<file path="src/rtl/imem_loader.sv">
// imem_loader: streams a program into instruction memory, NOP-fills the rest,
// then releases the core after a guard delay. Option: IMEM_LOADER_CHECKSUM_EN.
module imem_loader #(
  parameter int                 INST_W   = 16,
  parameter int                 ADDR_W   = 8,
  parameter logic [INST_W-1:0]  NOP_WORD = 16'h0000,
  parameter int                 HOLD_CYC = 2
) (
  input  logic              Clk,
  input  logic              Rst,
  input  logic              Start,
  input  logic              In_valid,
  output logic              In_ready,
  input  logic [INST_W-1:0] In_data,
  input  logic              In_last,
  output logic              Mem_we,
  output logic [ADDR_W-1:0] Mem_addr,
  output logic [INST_W-1:0] Mem_wdata,
  output logic              Core_hold,
  output logic              Busy,
  output logic              Done,
  output logic              Error
`ifdef IMEM_LOADER_CHECKSUM_EN
  ,
  output logic [INST_W-1:0] Checksum
`endif
);

  localparam int DEPTH = 2 ** ADDR_W;
  localparam logic [ADDR_W:0] LAST_A = (ADDR_W + 1)'(DEPTH - 1);
  localparam logic [7:0] HOLD_END = 8'(HOLD_CYC - 1);

  typedef enum logic [2:0] {
    S_IDLE,
    S_LOAD,
    S_FILL,
    S_RELEASE,
    S_DONE
  } state_e;

  state_e              state_q, state_d;
  logic [ADDR_W:0]     addr_q, addr_d;
  logic [7:0]          hold_q, hold_d;
  logic                mem_we_q, mem_we_d;
  logic [ADDR_W-1:0]   mem_addr_q, mem_addr_d;
  logic [INST_W-1:0]   mem_wdata_q, mem_wdata_d;
  logic                core_hold_q, core_hold_d;
  logic                busy_q, busy_d;
  logic                done_q, done_d;
  logic                error_q, error_d;
  logic                hs;
`ifdef IMEM_LOADER_CHECKSUM_EN
  logic [INST_W-1:0]   csum_q, csum_d;
`endif

  assign In_ready  = (state_q == S_LOAD);
  assign hs        = In_valid & In_ready;
  assign Mem_we    = mem_we_q;
  assign Mem_addr  = mem_addr_q;
  assign Mem_wdata = mem_wdata_q;
  assign Core_hold = core_hold_q;
  assign Busy      = busy_q;
  assign Done      = done_q;
  assign Error     = error_q;
`ifdef IMEM_LOADER_CHECKSUM_EN
  assign Checksum  = csum_q;
`endif

  always_comb begin
    state_d     = state_q;
    addr_d      = addr_q;
    hold_d      = hold_q;
    mem_we_d    = 1'b0;
    mem_addr_d  = mem_addr_q;
    mem_wdata_d = mem_wdata_q;
    core_hold_d = core_hold_q;
    busy_d      = busy_q;
    done_d      = done_q;
    error_d     = error_q;
`ifdef IMEM_LOADER_CHECKSUM_EN
    csum_d      = csum_q;
`endif
    unique case (state_q)
      S_IDLE, S_DONE: begin
        if (Start) begin
          state_d     = S_LOAD;
          addr_d      = '0;
          hold_d      = '0;
          busy_d      = 1'b1;
          done_d      = 1'b0;
          error_d     = 1'b0;
          core_hold_d = 1'b1;
`ifdef IMEM_LOADER_CHECKSUM_EN
          csum_d      = '0;
`endif
        end
      end
      S_LOAD: begin
        if (hs) begin
          mem_we_d    = 1'b1;
          mem_addr_d  = addr_q[ADDR_W-1:0];
          mem_wdata_d = In_data;
`ifdef IMEM_LOADER_CHECKSUM_EN
          csum_d      = csum_q + In_data;
`endif
          if (addr_q == LAST_A) begin
            if (In_last) begin
              state_d = S_RELEASE;
              hold_d  = '0;
            end else begin
              // overflow: keep the core held
              state_d = S_IDLE;
              error_d = 1'b1;
              busy_d  = 1'b0;
            end
          end else begin
            addr_d = addr_q + 1'b1;
            if (In_last) begin
              state_d = S_FILL;
            end
          end
        end
      end
      S_FILL: begin
        mem_we_d    = 1'b1;
        mem_addr_d  = addr_q[ADDR_W-1:0];
        mem_wdata_d = NOP_WORD;
        if (addr_q == LAST_A) begin
          state_d = S_RELEASE;
          hold_d  = '0;
        end else begin
          addr_d = addr_q + 1'b1;
        end
      end
      S_RELEASE: begin
        if (hold_q == HOLD_END) begin
          state_d     = S_DONE;
          core_hold_d = 1'b0;
          done_d      = 1'b1;
          busy_d      = 1'b0;
        end else begin
          hold_d = hold_q + 1'b1;
        end
      end
      default: begin
        state_d = S_IDLE;
      end
    endcase
  end

  always_ff @(posedge Clk or negedge Rst) begin
    if (!Rst) begin
      state_q     <= S_IDLE;
      addr_q      <= '0;
      hold_q      <= '0;
      mem_we_q    <= 1'b0;
      mem_addr_q  <= '0;
      mem_wdata_q <= '0;
      core_hold_q <= 1'b1;
      busy_q      <= 1'b0;
      done_q      <= 1'b0;
      error_q     <= 1'b0;
`ifdef IMEM_LOADER_CHECKSUM_EN
      csum_q      <= '0;
`endif
    end else begin
      state_q     <= state_d;
      addr_q      <= addr_d;
      hold_q      <= hold_d;
      mem_we_q    <= mem_we_d;
      mem_addr_q  <= mem_addr_d;
      mem_wdata_q <= mem_wdata_d;
      core_hold_q <= core_hold_d;
      busy_q      <= busy_d;
      done_q      <= done_d;
      error_q     <= error_d;
`ifdef IMEM_LOADER_CHECKSUM_EN
      csum_q      <= csum_d;
`endif
    end
  end

endmodule

</file>
<file path="config.mk">
export PLATFORM = sky130hd
export DESIGN_NAME = imem_loader
export DESIGN_NICKNAME = d
export VERILOG_FILES = /design/src/rtl/imem_loader.sv
export SDC_FILE = /design/constraint.sdc
export NUM_CORES = 1
export LEC_CHECK = 0
export CORE_MARGIN = 4
export CORE_UTILIZATION = 54
export DETAILED_ROUTE_END_ITERATION = 6
export PLACE_DENSITY = 0.9
export RECOVER_POWER = 100
export SETUP_SLACK_MARGIN = 0.02
export SLEW_MARGIN = 20
export SYNTH_ARGS = -nofsm -noshare
export SYNTH_HDL_FRONTEND = slang
export SYNTH_SLANG_ARGS = --single-unit
export TNS_END_PERCENT = 5
</file>
<file path="constraint.sdc">
create_clock -name Clk -period 3.85 [get_ports Clk]
set_input_delay 0.9625 -clock Clk [delete_from_list [all_inputs] [get_ports Clk]]
set_output_delay 0.9625 -clock Clk [all_outputs]
set_load 0.005 [all_outputs]
</file>
Word-level counts from Yosys, hierarchy flattened
Cells that the tools add are included.

word-level totals
  input bits = 21
  output and inout bits = 30
  flip-flop bits (word level) = 49
  word-level logic and storage cells = 82

cells by class
  reduce and logical (&&, ||, !) cells = 15
  eq/ne operators = 15
  add/subtract/negate cells = 2
  bitwise operators = 1
  muxes and demuxes = 39

operators by type and width
  operator               count
  $mux W8                7
  $pmux W16 S2           1
  $pmux W8 S4            1
  $mux W9                3
  $pmux W9 S3            1
  $mux W3                6
  $mux W16               1
  $pmux W8 S2            1
  $pmux W3 S4            1
  $mux W1                11
  $ne A2 B2 Y1 const B   5
  $reduce_and A5 Y1      2
  $add A9 B1 Y9 const B  1
  $eq A9 B8 Y1 const B   1
  $add A8 B1 Y8 const B  1
  $eq A8 B1 Y1 const B   1
  $pmux W1 S2            4
  $reduce_and A7 Y1      1
  $eq A3 B2 Y1 const B   2
  $ne A2 B1 Y1 const B   3
  $reduce_and A3 Y1      2
  $reduce_and A6 Y1      1
  $reduce_bool A2 Y1     3
  $reduce_bool A3 Y1     2
  other kinds (10)       10

Longest topological paths before layout
  depth after elaboration = 4
  depth in mapped cells = 10
  depth with buffers taken out = 9

Least setup slack after synthesis
OpenSTA, ideal clock, no wires.

  path type = register -> register
  from = register addr_q[0]
  to = register addr_q[7]
  setup time = 78 ps
  required time = 3,772 ps
  arrival = 2,277 ps
  path slack = 1,495 ps
  period minus slack after synthesis = 2,355 ps
  path buffers = 0
  cell stages (with the launch flop) = 9
  path through = dfrtp_1 > ha_1 > and3_1 > and3_1 > and3_1 > ha_1 > a211o_1 > or4_1 > a21oi_1

on the way
  cells in the longest elaborated chain, start to end = 4
  elaborated cells between the ends (all ways) = 5
  classes of those cells = add/sub (1); eq/ne (1); mux (3)

RTL lines
  what                                           line      source
  from (decl)                                    42        logic [ADDR_W:0] addr_q, addr_d;
  from (signal assigned)                         168       addr_q <= addr_d;
  $add A9 B1 Y9 or $eq A9 B8 Y1 (tied branches)  --
  $mux W9 (*)                                    106, 128
  $mux W9                                        99        if (hs) begin
  $pmux W9 S3 (*)                                83        unique case (state_q)

Every way passes the cells marked *; elsewhere a longest branch is shown, timed or not. The select of a mux whose other input is x is not followed.
A chain may end at the register's enable or synchronous reset.

Worst setup path in the final report
  from = input port In_valid
  to = register mem_addr_q[6] (netlist: Mem_addr[6])

on the way
  cells in the longest elaborated chain, start to end = 3

RTL lines
  what                         line  source
  from (decl)                  12    input logic In_valid,
  $and A1 B1 Y1                57    assign hs = In_valid & In_ready;
  $ne A2 B1 Y1 (no line)       --
  $reduce_and A2 Y1 (no line)  --
  to (signal assigned)         171   mem_addr_q <= mem_addr_d;
  to (decl)                    45    logic [ADDR_W-1:0] mem_addr_q, mem_addr_d;

No other way between the ends.

==> results list <==
* Die Span Y: about 74 µm
* Final global-route overflow total: 0
* Instance area after placement: between 0.002 and 0.003 mm²
- The hold violation total from the final report was 0.
* Most frequently used flop master after synthesis: dfrtp_1
* Post-cts repair resize count: 0
* Crit path max-delay cell type: nor2_1
- Post-Layout Inst Area: a little under 0.003 mm²
* Shortest period the worst path allows: around 3000 ps
- In this design, the stage delay of the slowest critical-path cell is roughly 650 ps.
- Number of buffers added on ports: 50
- Total Neg Setup Slack: 0 ps
* Htree depth: 2
- In the synthesized netlist, the number of instances is 243.
- The core region is slightly above 0.004 mm².
- Combined global-route utilization of all metal layers: 0.2114
- Vias after detailed routing: 1933
- Mapped cell area: 0.002352 mm²
- In this run the count of I/O pins placed on the die edge is 51.
- A synthesized cell averages 9.680 µm².
- Most frequent standard cell in the layout excluding fill and tap cells: dfrtp_1
- During synthesis, Yosys emitted a total of 0 warnings.
- Clock tree skew after final layout: around 7.5 ps
- After synthesis the netlist holds a flip-flop and latch count of between 40 and 50.
- Tightest Pin Transition: ~780 ps
- In this run the static leakage power is 1.386 nW.
* Sort of element at the end of the critical path: flop
* Worst endpoint data arrival time: approximately 3200 ps
- Max-slew violation total from the final report: 0
- Worst Setup Path Type: in -> reg
- The die covers 0.005476 mm².
* Number of distinct library cells after synthesis: 48
- Max-Slew Margin vs Limit: 0.4812
- Gate family responsible for the most delay along the worst path: buffers and inverters
- Across the VDD grid, the largest voltage drop is between 0.3 and 0.4 mV.
- Of all nets on the critical path, the largest fanout is 18.
* Number of antenna violations at the first check in global routing: 0
- Cell Chain, Critical Path: dlygate4sd3_1 -> nand3b_2 -> nor2_1 -> clkbuf_1 -> nor2_1 -> mux2_2
- Number of global-route vias before repair: slightly below 2000
* Clock sink count: a little under 50
- At the end of routability-driven placement, the weighted congestion stood at ~0.80.
- Setup violations remaining at the end of the flow were counted as 0.
* Proportion of layout cells with a drive suffix above 1: 0.07216
- Syn Nets: about 270
* Hold WC Path Type: reg -> reg
* Via density per instance: 5.669
* Routed wire length per instance: roughly 15 µm
- The filler cells instantiated in the layout total 318.
- Count of TritonRoute iterations in the first routing pass: 4
* Residual antenna-violating net count after detailed routing: 0
* DRT Wirelength: around 5300 µm
- Most frequent cells in the layout: 48 x dfrtp_1, 47 x nand2_1, 31 x dlygate4sd3_1
- Global-route wire length before repair: about 8900 µm
* Number of buffers inserted to repair setup after CTS: 0
* Period utilization: 0.7699
- The most numerous cell type found on the critical path is nor2_1.
- Proportion of synthesized flip-flops having asynchronous set or reset: 1.000
- Dividing total power by cell area gives a power density of 649.8 mW/mm².
* Number of enable flip-flop cells after synthesis: 0
- TritonCTS clock tree: done
- For this run, the register share of the synthesized area comes to 0.5218.
* DRC violations left: 0
- Number of buffers between clock root and the deepest sink: 2
* Post-cts hold buffer count: 0
- For this run, the top clock speed supported by timing is roughly 0.34 GHz.
- The tool flagged a number of max-cap violations equal to 0.
* TritonCTS Buffers: 5
- In the final design database the tool counted between 300 and 400 nets.
- Together, buffers and inverters on the worst path number 2.
* Initial detailed-routing violation count: between 100 and 150
* Outcome: finished clean
- Clock latency at the later pin of the worst-skew pair: 300 ps
- Critical path startpoint category: primary input
- Entering global routing, the biggest net connects 50 pins.
- Row count: 23
* Clock transition at path regs: 80 ps
* Layout overhead on the synthesized area: 24.68%
- In this run the clock root is driven by a clkbuf_8.
- STA puts the critical path data required time at slightly above 4000 ps.
- From left edge to right edge, the die measures ~74 µm.
- The initial utilization of the core area, before any placement, comes to 0.5716.
- Detailed placement finished with a half-perimeter wire length of roughly 3700 µm.
* Antenna Diode Count: 0
- Setup repair after global routing missed its margin: no
-- path summary, 6_finish.rpt --
| check | cells after the start | to | slack (ps) | startpoint |
|---|---|---|---|---|
| worst max-delay path | 6 | Mem_addr[6] | 890 | In_valid |
| worst min-delay path | 2 | Core_hold | 470 | Core_hold |
| worst max register to register | 8 | addr_q[7] | 1150 | addr_q[0] |
| worst min register to register | 2 | Core_hold | 470 | Core_hold |
| max in group asynchronous | 1 | Mem_wdata[11] | 2760 | Rst |
| min in group asynchronous | 1 | hold_q[5] | 670 | Rst |
-- synth_stat cells (3+ instances only) --
library cell | number | share of area
mux2_2 | 9 | 0.043
inv_1 | 10 | 0.016
nand3_1 | 11 | 0.023
a21o_1 | 3 | 0.0096
ha_1 | 5 | 0.027
clkbuf_1 | 4 | 0.0064
buf_2 | 4 | 0.0085
o211ai_1 | 3 | 0.0096
nor2_1 | 13 | 0.021
a21oi_1 | 25 | 0.053
o21ai_0 | 7 | 0.015
nand2_1 | 47 | 0.075
and3_1 | 5 | 0.013
a31oi_1 | 3 | 0.0080
dfrtp_1 | 48 | 0.51
o31ai_1 | 4 | 0.013
nor3_1 | 3 | 0.0064
-- power breakdown --
part / switching (mW) / total (mW) / internal, mW / leakage [nW]
registers: 0.142 / 0.818 / 0.677 / 0.642
logic: 0.417 / 0.814 / 0.396 / 0.704
clock network: 0.154 / 0.274 / 0.120 / 0.0399
-- tightest hold or removal path: stages, from the launching register on --
cell and delay (ps):
dfstp_2 370, nand2_1 50, nand2_1 50
-- through the flow --
step | std cells | hold WS, ps | worst slack (ps) | power [mW] | util
final | 341 | 466.6 | 885.8 | 1.906 | 0.7127
after floorplan | 243 | 448.2 | 1495 | 1.331 | -
after CTS | 341 | 472.2 | 1166 | 1.978 | 0.7157
after detailed placement | 335 | 456.0 | 1002 | 1.697 | 0.6978
after global routing | 341 | 507.1 | 748.1 | 2.072 | 0.7127
after global placement | 335 | 453.7 | 1047 | 1.658 | 0.6978
-- logic make-up after synthesis --
logic type | Yosys count | synth area share
simple gates | 96 | 0.1947
buf+inv | 20 | 0.03883
compound gates | 62 | 0.1670
mux | 10 | 0.04734
fa+ha+maj | 5 | 0.02660
xor+xnor | 1 | 0.003724
flops | 49 | 0.5218
-- layout make-up --
cell class	instances	area (µm²)	share of cell area
sequential	49	1227	0.4185
multi-input combinational	174	1022	0.3485
timing repair buffer	52	509.2	0.1736
clock buffer	5	68.82	0.02346
tap	50	62.56	0.02133
inverter	10	37.54	0.01280
clock inverter	1	5.005	0.001706
-- registers in the layout, indices dropped and copies added, names as in the netlist --
register   cells
Mem_wdata     16
addr_q         9
Mem_addr       8
hold_q         8
state_q        3
Busy           1
Core_hold      1
Done           1
Error          1
Mem_we         1
-- routing by layer --
metal  GRT usage  wire length (µm)  part of all wire
met1      0.2789              2383              0.45
met2      0.3474              2532              0.48
met3     0.05000               277             0.053
met4     0.06640                65             0.012
met5           0                 0                 0
Note: power is estimated with default switching activity, not from simulation.
